### src/rtl/vexec_pkg.sv
// Shared types and helpers for the multi-cycle SIMD execute unit.
package vexec_pkg;

    // Widest lane supported by the immediate sign-extension helper.
    localparam int MAX_W = 64;

    typedef enum logic [2:0] {
        OP_ADD  = 3'd0,
        OP_SUB  = 3'd1,
        OP_AND  = 3'd2,
        OP_OR   = 3'd3,
        OP_XOR  = 3'd4,
        OP_SLL  = 3'd5,
        OP_SRL  = 3'd6,
        OP_MINU = 3'd7
    } op_e;

    typedef enum logic [1:0] {
        SRC_REG  = 2'd0,
        SRC_FWD  = 2'd1,
        SRC_IMM  = 2'd2,
        SRC_ZERO = 2'd3
    } src_e;

    typedef enum logic [1:0] {
        IDLE = 2'd0,
        BUSY = 2'd1,
        DONE = 2'd2
    } state_e;

    // Sign-extend the low imm_w bits of imm to MAX_W bits (caller truncates to lane width).
    function automatic logic [MAX_W-1:0] sext_imm(input logic [MAX_W-1:0] imm,
                                                  input logic [6:0]       imm_w);
        logic [MAX_W-1:0] keep;
        logic [5:0]       msb;
        logic             sign;
        keep = (MAX_W'(1) << imm_w) - MAX_W'(1);
        msb  = 6'(imm_w - 7'd1);
        sign = imm[msb];
        return (imm & keep) | (sign ? ~keep : '0);
    endfunction

endpackage

### src/rtl/vexec_if.sv
// Request/response bundle between register-read, the execute unit and writeback.
interface vexec_if
    import vexec_pkg::*;
#(
    parameter int LANES  = 4,
    parameter int LANE_W = 32,
    parameter int IMM_W  = 16
) ();
    logic                      flush;
    logic                      in_valid;
    logic                      in_ready;
    op_e                       alu_op;
    src_e                      sel_a;
    src_e                      sel_b;
    logic [LANES*LANE_W-1:0]   op_a;
    logic [LANES*LANE_W-1:0]   op_b;
    logic [LANES*LANE_W-1:0]   fwd_a;
    logic [LANES*LANE_W-1:0]   fwd_b;
    logic [IMM_W-1:0]          imm;
    logic                      out_valid;
    logic                      out_ready;
    logic [LANES*LANE_W-1:0]   result;
    logic [LANES-1:0]          carry;
    logic                      zero;
    logic                      eq;

    // Upstream/downstream side: issues requests, consumes results.
    modport master (
        output flush, in_valid, alu_op, sel_a, sel_b, op_a, op_b, fwd_a, fwd_b, imm, out_ready,
        input  in_ready, out_valid, result, carry, zero, eq
    );

    // Execute unit side.
    modport slave (
        input  flush, in_valid, alu_op, sel_a, sel_b, op_a, op_b, fwd_a, fwd_b, imm, out_ready,
        output in_ready, out_valid, result, carry, zero, eq
    );
endinterface

### src/rtl/vexec_lane.sv
// Combinational single-lane ALU; carry is carry-out for ADD, borrow for SUB, else 0.
module vexec_lane
    import vexec_pkg::*;
#(
    parameter int LANE_W = 32
) (
    input  logic [LANE_W-1:0] a,
    input  logic [LANE_W-1:0] b,
    input  op_e               op,
    output logic [LANE_W-1:0] y,
    output logic              cout
);
    localparam int SH_W = $clog2(LANE_W);

    logic [LANE_W:0]   sum;
    logic [LANE_W:0]   dif;
    logic [SH_W-1:0]   sh;

    assign sum = {1'b0, a} + {1'b0, b};
    assign dif = {1'b0, a} - {1'b0, b};   // top bit set exactly when a < b
    assign sh  = b[SH_W-1:0];

    // Per-lane operation select.
    always_comb begin
        y    = '0;
        cout = 1'b0;
        case (op)
            OP_ADD:  begin y = sum[LANE_W-1:0]; cout = sum[LANE_W]; end
            OP_SUB:  begin y = dif[LANE_W-1:0]; cout = dif[LANE_W]; end
            OP_AND:  y = a & b;
            OP_OR:   y = a | b;
            OP_XOR:  y = a ^ b;
            OP_SLL:  y = a << sh;
            OP_SRL:  y = a >> sh;
            OP_MINU: y = dif[LANE_W] ? a : b;
            default: y = '0;
        endcase
    end
endmodule

### src/rtl/vexec_unit.sv
// Multi-cycle SIMD execute unit: LANES x LANE_W op in LANES/CHUNK beats, CHUNK lanes per beat.
module vexec_unit
    import vexec_pkg::*;
#(
    parameter int LANES  = 4,
    parameter int LANE_W = 32,
    parameter int CHUNK  = 1,
    parameter int IMM_W  = 16
) (
    input  logic    clk,
    input  logic    rst,
    vexec_if.slave  bus
);
    localparam int BEATS = LANES / CHUNK;
    localparam int BW    = (BEATS > 1) ? $clog2(BEATS) : 1;

    generate
        if (CHUNK < 1 || (LANES % CHUNK) != 0) begin : g_bad_chunk
            $error("vexec_unit: CHUNK must divide LANES");
        end
        if (LANE_W > MAX_W || IMM_W > LANE_W) begin : g_bad_width
            $error("vexec_unit: need IMM_W <= LANE_W <= MAX_W");
        end
    endgenerate

    // Vector viewed as beats of chunks so the active beat is a single index.
    typedef logic [BEATS-1:0][CHUNK-1:0][LANE_W-1:0] vec_t;
    typedef logic [BEATS-1:0][CHUNK-1:0]             flg_t;

    state_e                           state, state_nxt;
    logic [BW-1:0]                    beat;
    op_e                              op_q;
    vec_t                             a_q, b_q, res_q, res_nxt;
    flg_t                             cy_q, cy_nxt;
    logic                             zero_q, eq_q;
    logic [LANE_W-1:0]                imm_lane;
    vec_t                             src_a, src_b;
    logic                             accept, step, last;
    logic                             in_ready, out_valid;
    logic [CHUNK-1:0][LANE_W-1:0]     y_chunk;
    logic [CHUNK-1:0]                 c_chunk;

    assign imm_lane = LANE_W'(sext_imm(MAX_W'(bus.imm), 7'(IMM_W)));

    function automatic vec_t pick(input src_e s, input vec_t r, input vec_t f,
                                  input logic [LANE_W-1:0] im);
        case (s)
            SRC_REG: return r;
            SRC_FWD: return f;
            SRC_IMM: return {LANES{im}};
            default: return '0;
        endcase
    endfunction

    // Operand source resolution; only sampled on accept.
    always_comb begin
        src_a = pick(bus.sel_a, bus.op_a, bus.fwd_a, imm_lane);
        src_b = pick(bus.sel_b, bus.op_b, bus.fwd_b, imm_lane);
    end

    for (genvar c = 0; c < CHUNK; c++) begin : g_lane
        vexec_lane #(.LANE_W(LANE_W)) u_lane (
            .a    (a_q[beat][c]),
            .b    (b_q[beat][c]),
            .op   (op_q),
            .y    (y_chunk[c]),
            .cout (c_chunk[c])
        );
    end

    // Merge this beat's chunk into the result so zero can see the final vector.
    always_comb begin
        res_nxt       = res_q;
        cy_nxt        = cy_q;
        res_nxt[beat] = y_chunk;
        cy_nxt[beat]  = c_chunk;
    end

    // Next-state and handshake decode; flush overrides everything.
    always_comb begin
        state_nxt = state;
        in_ready  = 1'b0;
        out_valid = 1'b0;
        accept    = 1'b0;
        step      = 1'b0;
        last      = 1'b0;
        case (state)
            IDLE: begin
                in_ready = 1'b1;
                if (bus.in_valid) begin
                    accept    = 1'b1;
                    state_nxt = BUSY;
                end
            end
            BUSY: begin
                step = 1'b1;
                if (beat == BW'(BEATS - 1)) begin
                    last      = 1'b1;
                    state_nxt = DONE;
                end
            end
            DONE: begin
                out_valid = 1'b1;
                if (bus.out_ready) state_nxt = IDLE;
            end
            default: state_nxt = IDLE;
        endcase
        if (bus.flush) begin
            state_nxt = IDLE;
            accept    = 1'b0;
            step      = 1'b0;
            last      = 1'b0;
        end
    end

    // State register.
    always_ff @(posedge clk or posedge rst) begin
        if (rst) state <= IDLE;
        else     state <= state_nxt;
    end

    // Operand latch, beat counter and result/flag accumulation.
    always_ff @(posedge clk or posedge rst) begin
        if (rst) begin
            beat   <= '0;
            op_q   <= OP_ADD;
            a_q    <= '0;
            b_q    <= '0;
            res_q  <= '0;
            cy_q   <= '0;
            zero_q <= 1'b0;
            eq_q   <= 1'b0;
        end else if (bus.flush) begin
            beat <= '0;
        end else if (accept) begin
            op_q   <= bus.alu_op;
            a_q    <= src_a;
            b_q    <= src_b;
            eq_q   <= (src_a == src_b);
            zero_q <= 1'b0;
            beat   <= '0;
        end else if (step) begin
            res_q <= res_nxt;
            cy_q  <= cy_nxt;
            beat  <= last ? '0 : beat + BW'(1);
            if (last) zero_q <= (res_nxt == '0);
        end
    end

    assign bus.in_ready  = in_ready;
    assign bus.out_valid = out_valid;
    assign bus.result    = res_q;
    assign bus.carry     = cy_q;
    assign bus.zero      = zero_q;
    assign bus.eq        = eq_q;

endmodule
### src/flat_wrapper.sv
// flat-port wrapper written by rule: the top's interface ports become plain ports
module vexec_unit_flat import vexec_pkg::*;
#(
    parameter int LANES  = 4,
    parameter int LANE_W = 32,
    parameter int CHUNK  = 1,
    parameter int IMM_W  = 16
)
  (clk, rst, bus_flush, bus_in_valid, bus_alu_op, bus_sel_a, bus_sel_b, bus_op_a, bus_op_b, bus_fwd_a, bus_fwd_b, bus_imm, bus_out_ready, bus_in_ready, bus_out_valid, bus_result, bus_carry, bus_zero, bus_eq);
  vexec_if #(.LANES(LANES), .LANE_W(LANE_W), .IMM_W(IMM_W)) bus_i ();
  input  logic clk;
  input  logic rst;
  input wire logic [$bits(bus_i.flush)-1:0] bus_flush;
  input wire logic [$bits(bus_i.in_valid)-1:0] bus_in_valid;
  input wire logic [$bits(bus_i.alu_op)-1:0] bus_alu_op;
  input wire logic [$bits(bus_i.sel_a)-1:0] bus_sel_a;
  input wire logic [$bits(bus_i.sel_b)-1:0] bus_sel_b;
  input wire logic [$bits(bus_i.op_a)-1:0] bus_op_a;
  input wire logic [$bits(bus_i.op_b)-1:0] bus_op_b;
  input wire logic [$bits(bus_i.fwd_a)-1:0] bus_fwd_a;
  input wire logic [$bits(bus_i.fwd_b)-1:0] bus_fwd_b;
  input wire logic [$bits(bus_i.imm)-1:0] bus_imm;
  input wire logic [$bits(bus_i.out_ready)-1:0] bus_out_ready;
  output wire logic [$bits(bus_i.in_ready)-1:0] bus_in_ready;
  output wire logic [$bits(bus_i.out_valid)-1:0] bus_out_valid;
  output wire logic [$bits(bus_i.result)-1:0] bus_result;
  output wire logic [$bits(bus_i.carry)-1:0] bus_carry;
  output wire logic [$bits(bus_i.zero)-1:0] bus_zero;
  output wire logic [$bits(bus_i.eq)-1:0] bus_eq;
  assign bus_i.flush = bus_flush;
  assign bus_i.in_valid = bus_in_valid;
  assign bus_i.alu_op = bus_alu_op;
  assign bus_i.sel_a = bus_sel_a;
  assign bus_i.sel_b = bus_sel_b;
  assign bus_i.op_a = bus_op_a;
  assign bus_i.op_b = bus_op_b;
  assign bus_i.fwd_a = bus_fwd_a;
  assign bus_i.fwd_b = bus_fwd_b;
  assign bus_i.imm = bus_imm;
  assign bus_i.out_ready = bus_out_ready;
  assign bus_in_ready = bus_i.in_ready;
  assign bus_out_valid = bus_i.out_valid;
  assign bus_result = bus_i.result;
  assign bus_carry = bus_i.carry;
  assign bus_zero = bus_i.zero;
  assign bus_eq = bus_i.eq;
  vexec_unit #(.LANES(LANES), .LANE_W(LANE_W), .CHUNK(CHUNK), .IMM_W(IMM_W)) u_core (.clk(clk), .rst(rst), .bus(bus_i));
endmodule
### config.mk
export PLATFORM = sky130hd
export DESIGN_NAME = vexec_unit_flat
export DESIGN_NICKNAME = d
export VERILOG_FILES = /design/src/rtl/vexec_pkg.sv /design/src/rtl/vexec_if.sv /design/src/rtl/vexec_lane.sv /design/src/rtl/vexec_unit.sv /design/src/flat_wrapper.sv
export SDC_FILE = /design/constraint.sdc
export NUM_CORES = 2
export LEC_CHECK = 0
export ABC_AREA = 1
export CELL_PAD_IN_SITES_DETAIL_PLACEMENT = 1
export CELL_PAD_IN_SITES_GLOBAL_PLACEMENT = 1
export CORE_MARGIN = 3
export CORE_UTILIZATION = 30
export DETAILED_ROUTE_END_ITERATION = 8
export PLACE_DENSITY = 0.77
export SYNTH_ARGS = -nofsm -noshare
export SYNTH_HDL_FRONTEND = slang
export SYNTH_SLANG_ARGS = --single-unit
### constraint.sdc
create_clock -name clk -period 27.3 [get_ports clk]
set_input_delay 8.19 -clock clk [delete_from_list [all_inputs] [get_ports clk]]
set_output_delay 8.19 -clock clk [all_outputs]
set_load 0.01 [all_outputs]
* Word-level counts from Yosys, hierarchy flattened
Index checks and enable logic that the tools add are counted.
** Storage, ports and cells
- ROM bits :: 0
- Output and inout bits :: 136
- RAM bits :: 0
- Register bits :: 397
- Bits in latches :: 0
- Word-level logic and storage cells :: 103
- Input bits :: 540
- Memories kept :: 0
** Cells by class
- Mux-type cells :: 38
- $lt $le $gt $ge :: 2
- Multiply operators :: 0
- Reductions and logical operators :: 13
- Bitwise gates (word level) :: 6
- Add/subtract/negate cells :: 3
- Divide/modulo/power cells :: 0
- Shifts and indexed selects :: 2
- Eq/ne operators :: 18
** Operators with widths (number)
- one-hot mux 128 bit (3 select lines) :: 2
- one-hot mux 32 bit (8 select lines) :: 1
- two-way mux 32 bit :: 5
- binary-select mux 32 bit (select 2 bit) :: 2
- bitwise mux 128 bit :: 1
- == test 128 bit :: 1
- zero test 128 bit :: 1
- demux 32 bit (select 2 bit) :: 1
- adder 32 x 32 -> 33 bit :: 1
- subtractor 32 x 32 -> 33 bit :: 1
- AND 32 bit :: 1
- OR 16 x 32 -> 32 bit :: 1
- OR 32 bit :: 1
- left shift 32 x 5 -> 32 bit :: 1
- >> shifter 32 x 5 -> 32 bit :: 1
- XOR 32 bit :: 1
- two-way mux 2 bit :: 8
- two-way mux 1 bit :: 14
- == test 3 bit (second input constant) :: 4
- AND reduction 3 bit :: 3
- == test 2 bit (second input constant) :: 4
- == test 2 x 1 -> 1 bit (second input constant) :: 3
- == test 3 x 2 -> 1 bit (second input constant) :: 2
- zero test 2 bit :: 3
- other kinds (16) :: 19

* Logic depth before layout (Yosys ltp)
- Word-level depth :: 10
- Mapped depth :: 35
- Mapped depth without buffers :: 30

* Cells and area by module
A second synthesis with hierarchy kept.
** Unflattened totals
- Cells, all modules :: 6128
- Area, all modules :: 35511.6 sq um
** Modules (own cells, without submodules)
- vexec_unit :: seq. area each 9934.5 sq um, instances 1, cells each 4063, area each 25335.5 sq um
- vexec_lane :: seq. area each 0.0 sq um, instances 1, cells each 2065, area each 10176.0 sq um

* Worst setup path before layout
Ideal clock, no wire load.
- Path type :: input to register
- From :: in bus_sel_b[0]
- To :: reg u_core.eq_q (netlist: u_core.bus.eq)
- Stages :: 13
- Path buffers :: 2
- Arrival :: 10.076 ns
- Setup slack :: 17.141 ns
- Cell sequence :: inv_1 -> nand2_1 -> nor2_1 -> clkbuf_1 -> clkbuf_1 -> a221oi_1 -> nand2_1 -> o21ai_0 -> nor4_1 -> nand4_1 -> nor4b_1 -> nand3_1 -> o21ai_0
** Between the ends
- Longest elaborated chain between the ends :: 3
** RTL lines
- from (decl) :: line flat_wrapper.sv:17 : input wire logic [$bits(bus_i.sel_b)-1:0] bus_sel_b;
- == test 2 bit (tied with other cells) :: line vexec_unit.sv:47 : case (s)
- one-hot mux 128 bit (3 select lines) (*) :: line vexec_unit.sv:47
- == test 128 bit (*) :: line vexec_unit.sv:139 : eq_q <= (src_a == src_b);
- to (signal assigned) :: line vexec_unit.sv:139
- to (decl) :: line vexec_unit.sv:35 : logic zero_q, eq_q;
Every way passes the cells marked *; elsewhere a longest branch is shown, timed or not.
A chain may end at the register's enable or synchronous reset.

* Final worst setup path
Ends and elaborated chain as after synthesis.

==> metrics <==
WP data required 27.89 ns; length in cells of the worst reg-to-reg path 31; synthesized-area fraction occupied by and/or/nand/nor cells 32.83%; H-tree depth 2; number of buffers inserted for hold repair after clock tree synthesis 0; class of the most critical setup path in2reg; Die Y-Extent 335.1 um; Die Wd 335.1 um; Die ar. 112300 sq um; area delta synth->final 30.08%; share of cell area taken by muxes after synthesis 0%; maximum operating frequency 0.08487 GHz; nets@finish 6069; wire length of the first global-routing pass 323200 um; # port buffers 675; Core Region 107200 sq um; startpoint of the most critical register-to-register path u_core.beat[0]; per-cell routed wire length 34.48 um; remaining routing DRC violations 0; clock transition at the register clock pins on the worst setup and hold paths after CTS 0.06 ns; number of enable flip-flop cells after synthesis 0; number of global-route vias before repair 40.63k; maximum number of pins on one net before global-route repair 102; launch instance of the worst min-delay path u_core.a_q[17]; critical path startpoint bus_sel_b[0]; fraction of layout cells with a size suffix above 1 6.252%; endpoint kind of the worst setup timing path flop; buffer type at the clock tree root clkbuf_16; global-route usage over all layers 40.95%; final-layout setup total negative slack 0 ns; routed wire length 237500 um; sequential area share after synthesis 30.58%; number of nets with antenna violations after routing 0; worst-skew pair later-pin latency 0.72 ns; via-per-instance ratio 5.916; Final period util 43.16%; Final setup viols 0; status complete, no violations; post-synthesis cell type with the largest combined area dfrtp_1; Area contributors post-synth dfrtp_1 (31%), nand2_1 (16%), nand3_1 (8.0%), o21ai_0 (6.8%), inv_1 (5.8%); setup fix buffers added after clock tree synthesis 0; sink count of the clock tree 397; initial antenna violation count 28; parity-gate share of the synthesized area counting xor and xnor cells 1.051%; number of iterations in the first detailed-routing pass 6; routability cong. 1.052; via count 40.74k; cell with the most instances after synthesis nand2_1; Pleak 19.41 nW; VDD IR-drop max 0.04975 mV; GRT overflow 0; Worst slew margin 5.359%; Hold Crit Depth 2; post-route clock skew 0.1218 ns; most used standard cells in the synthesized netlist nand2_1 (1377), nand3_1 (520), inv_1 (505); path class of the lowest-slack min-delay path reg2reg; Pwr Density 103.3 nW/um^2; post-synthesis sequential element count 397; largest fanout on the critical path 75; Startpoint Class primary input; count of standard-cell rows 120; DP HPWL 192900 um; mean instance size in the synthesized netlist 6.628 sq um; max-slew violations 0; Synth async-reset ratio 100.0%; flip-flop cell with the highest count after synthesis dfrtp_1; TritonCTS clock tree yes; clock period minus worst slack 11.78 ns; starting density of the core 30.31%; combinational family with the most area after synthesis simple AND/OR/NAND/NOR gates; final hold violations 0; RSZ-0062 raised after global routing false; compound-cell area share of the yosys netlist 20.69%; syn_nets 5545; slew of the pin with the lowest slew margin 1.420 ns; clock buffer count from CTS 52; number of different library cells in the post-synthesis netlist 63; initial detailed-routing violation count 5142; Cells after Synth 4902; number of warnings printed during yosys synthesis 0; proportion of netlist area held by the largest area contributor 30.58%; cts repair resizes 0; maximum count of clock buffers along a single path 3; I/O pin total 676; Core Util, Final 39.42%; post-synthesis instance area 32490 sq um; data arrival time at the worst-slack endpoint 12.37 ns; number of max-cap violations 0; Adder-Cell Fraction of Synth Area 4.013%
## report_power, final
group / internal (W) / switching [W] / leakage [nW]
clock: 0.000423 / 0.000312 / 0.887
sequential: 0.000757 / 0.000143 / 5.07
combinational: 0.000796 / 0.00194 / 13.5
total: 0.00198 / 0.00239 / 19.4
## critical path, stage by stage
cell and delay, ns:
clkdlybuf4s50_1 0.53, inv_1 0.11, nor2_4 0.08, buf_4 0.51, buf_4 0.82, a221oi_1 0.28, inv_1 0.15, o21ai_0 0.19
a211oi_1 0.42, nand4_1 0.26, nor2_1 0.18, nand3_1 0.12, nor3_1 0.17, nand3_1 0.10, o21ai_0 0.17
## worst paths after layout
check | end | slack (ns)
worst max register to register | u_core.bus.zero | 18.91
worst min register to register | u_core.a_q[17] | 0.48
min in group asynchronous | u_core.b_q[96] | 8.02
worst max-delay path | u_core.bus.eq | 15.52
max in group asynchronous | u_core.b_q[87] | 16.39
worst min-delay path | u_core.a_q[17] | 0.48
## logic make-up after synthesis
family / after synthesis
xor+xnor: 39
buf+inv: 843
compound gates: 1050
simple gates: 2470
flops: 397
fa+ha+maj: 103
## sequential cells by signal (all words and copies together) (netlist names)
register / cells
u_core.a_q: 128
u_core.state: 2
u_core.beat: 2
u_core.bus.result: 128
u_core.bus.eq: 1
u_core.bus.zero: 1
u_core.b_q: 128
u_core.bus.carry: 4
u_core.op_q: 3
## metrics by stage
stage | setup WS (ns) | instances | instance area, sq um | total power (W) | hold WS [ns]
floorplan | 8.071 | 4902 | 32490 | 0.002342 | 0.4455
global placement | 14.98 | 6773 | 40390 | 0.003508 | 0.4625
detailed placement | 15.01 | 6775 | 40410 | 0.003544 | 0.4662
CTS | 15.71 | 6873 | 42230 | 0.004290 | 0.4820
global route | 15.35 | 6881 | 42250 | 0.004571 | 0.4996
finish | 15.52 | 6887 | 42260 | 0.004368 | 0.4813
## placed cells by master, fill, tap and decap left out, drive strengths merged, types with 9 or more instances in the layout
| cell type | instances |
|---|---|
| o22ai | 34 |
| dfrtp | 397 |
| nor3 | 29 |
| nand2 | 1430 |
| buf | 107 |
| xor2 | 37 |
| clkbuf | 78 |
| clkinv | 23 |
| a22o | 12 |
| o2111ai | 9 |
| clkdlybuf4s50 | 675 |
| nor4 | 27 |
| a211oi | 9 |
| a32oi | 27 |
| a221oi | 172 |
| diode | 14 |
| a21oi | 167 |
| nor2 | 343 |
| nand4 | 64 |
| or2 | 18 |
| inv | 524 |
| ha | 101 |
| o21ai | 485 |
| a221o | 87 |
| o211ai | 9 |
| nand3 | 539 |
## per-layer routing
metal	share of wire (%)	vias to the layer above	track usage, %	wire, um
met1	37	20050	47.71	87750
met4	10	20	34.48	24400
met5	0.056	-	0	133
met2	44	2390	63.95	104400
met3	8.7	662	9.344	20770
li1	-	17620	-	-
## final cells by class
cell class / instances / area, sq um
antenna: 14 / 35.03
clock buffer: 78 / 1539
clock inverter: 20 / 277.8
fill: 13610 / 64940
inverter: 531 / 2012
multi-input combinational: 3662 / 19140
sequential: 397 / 9938
tap: 1403 / 1755
timing repair buffer: 782 / 7564
(Power assumes the default switching activity.)
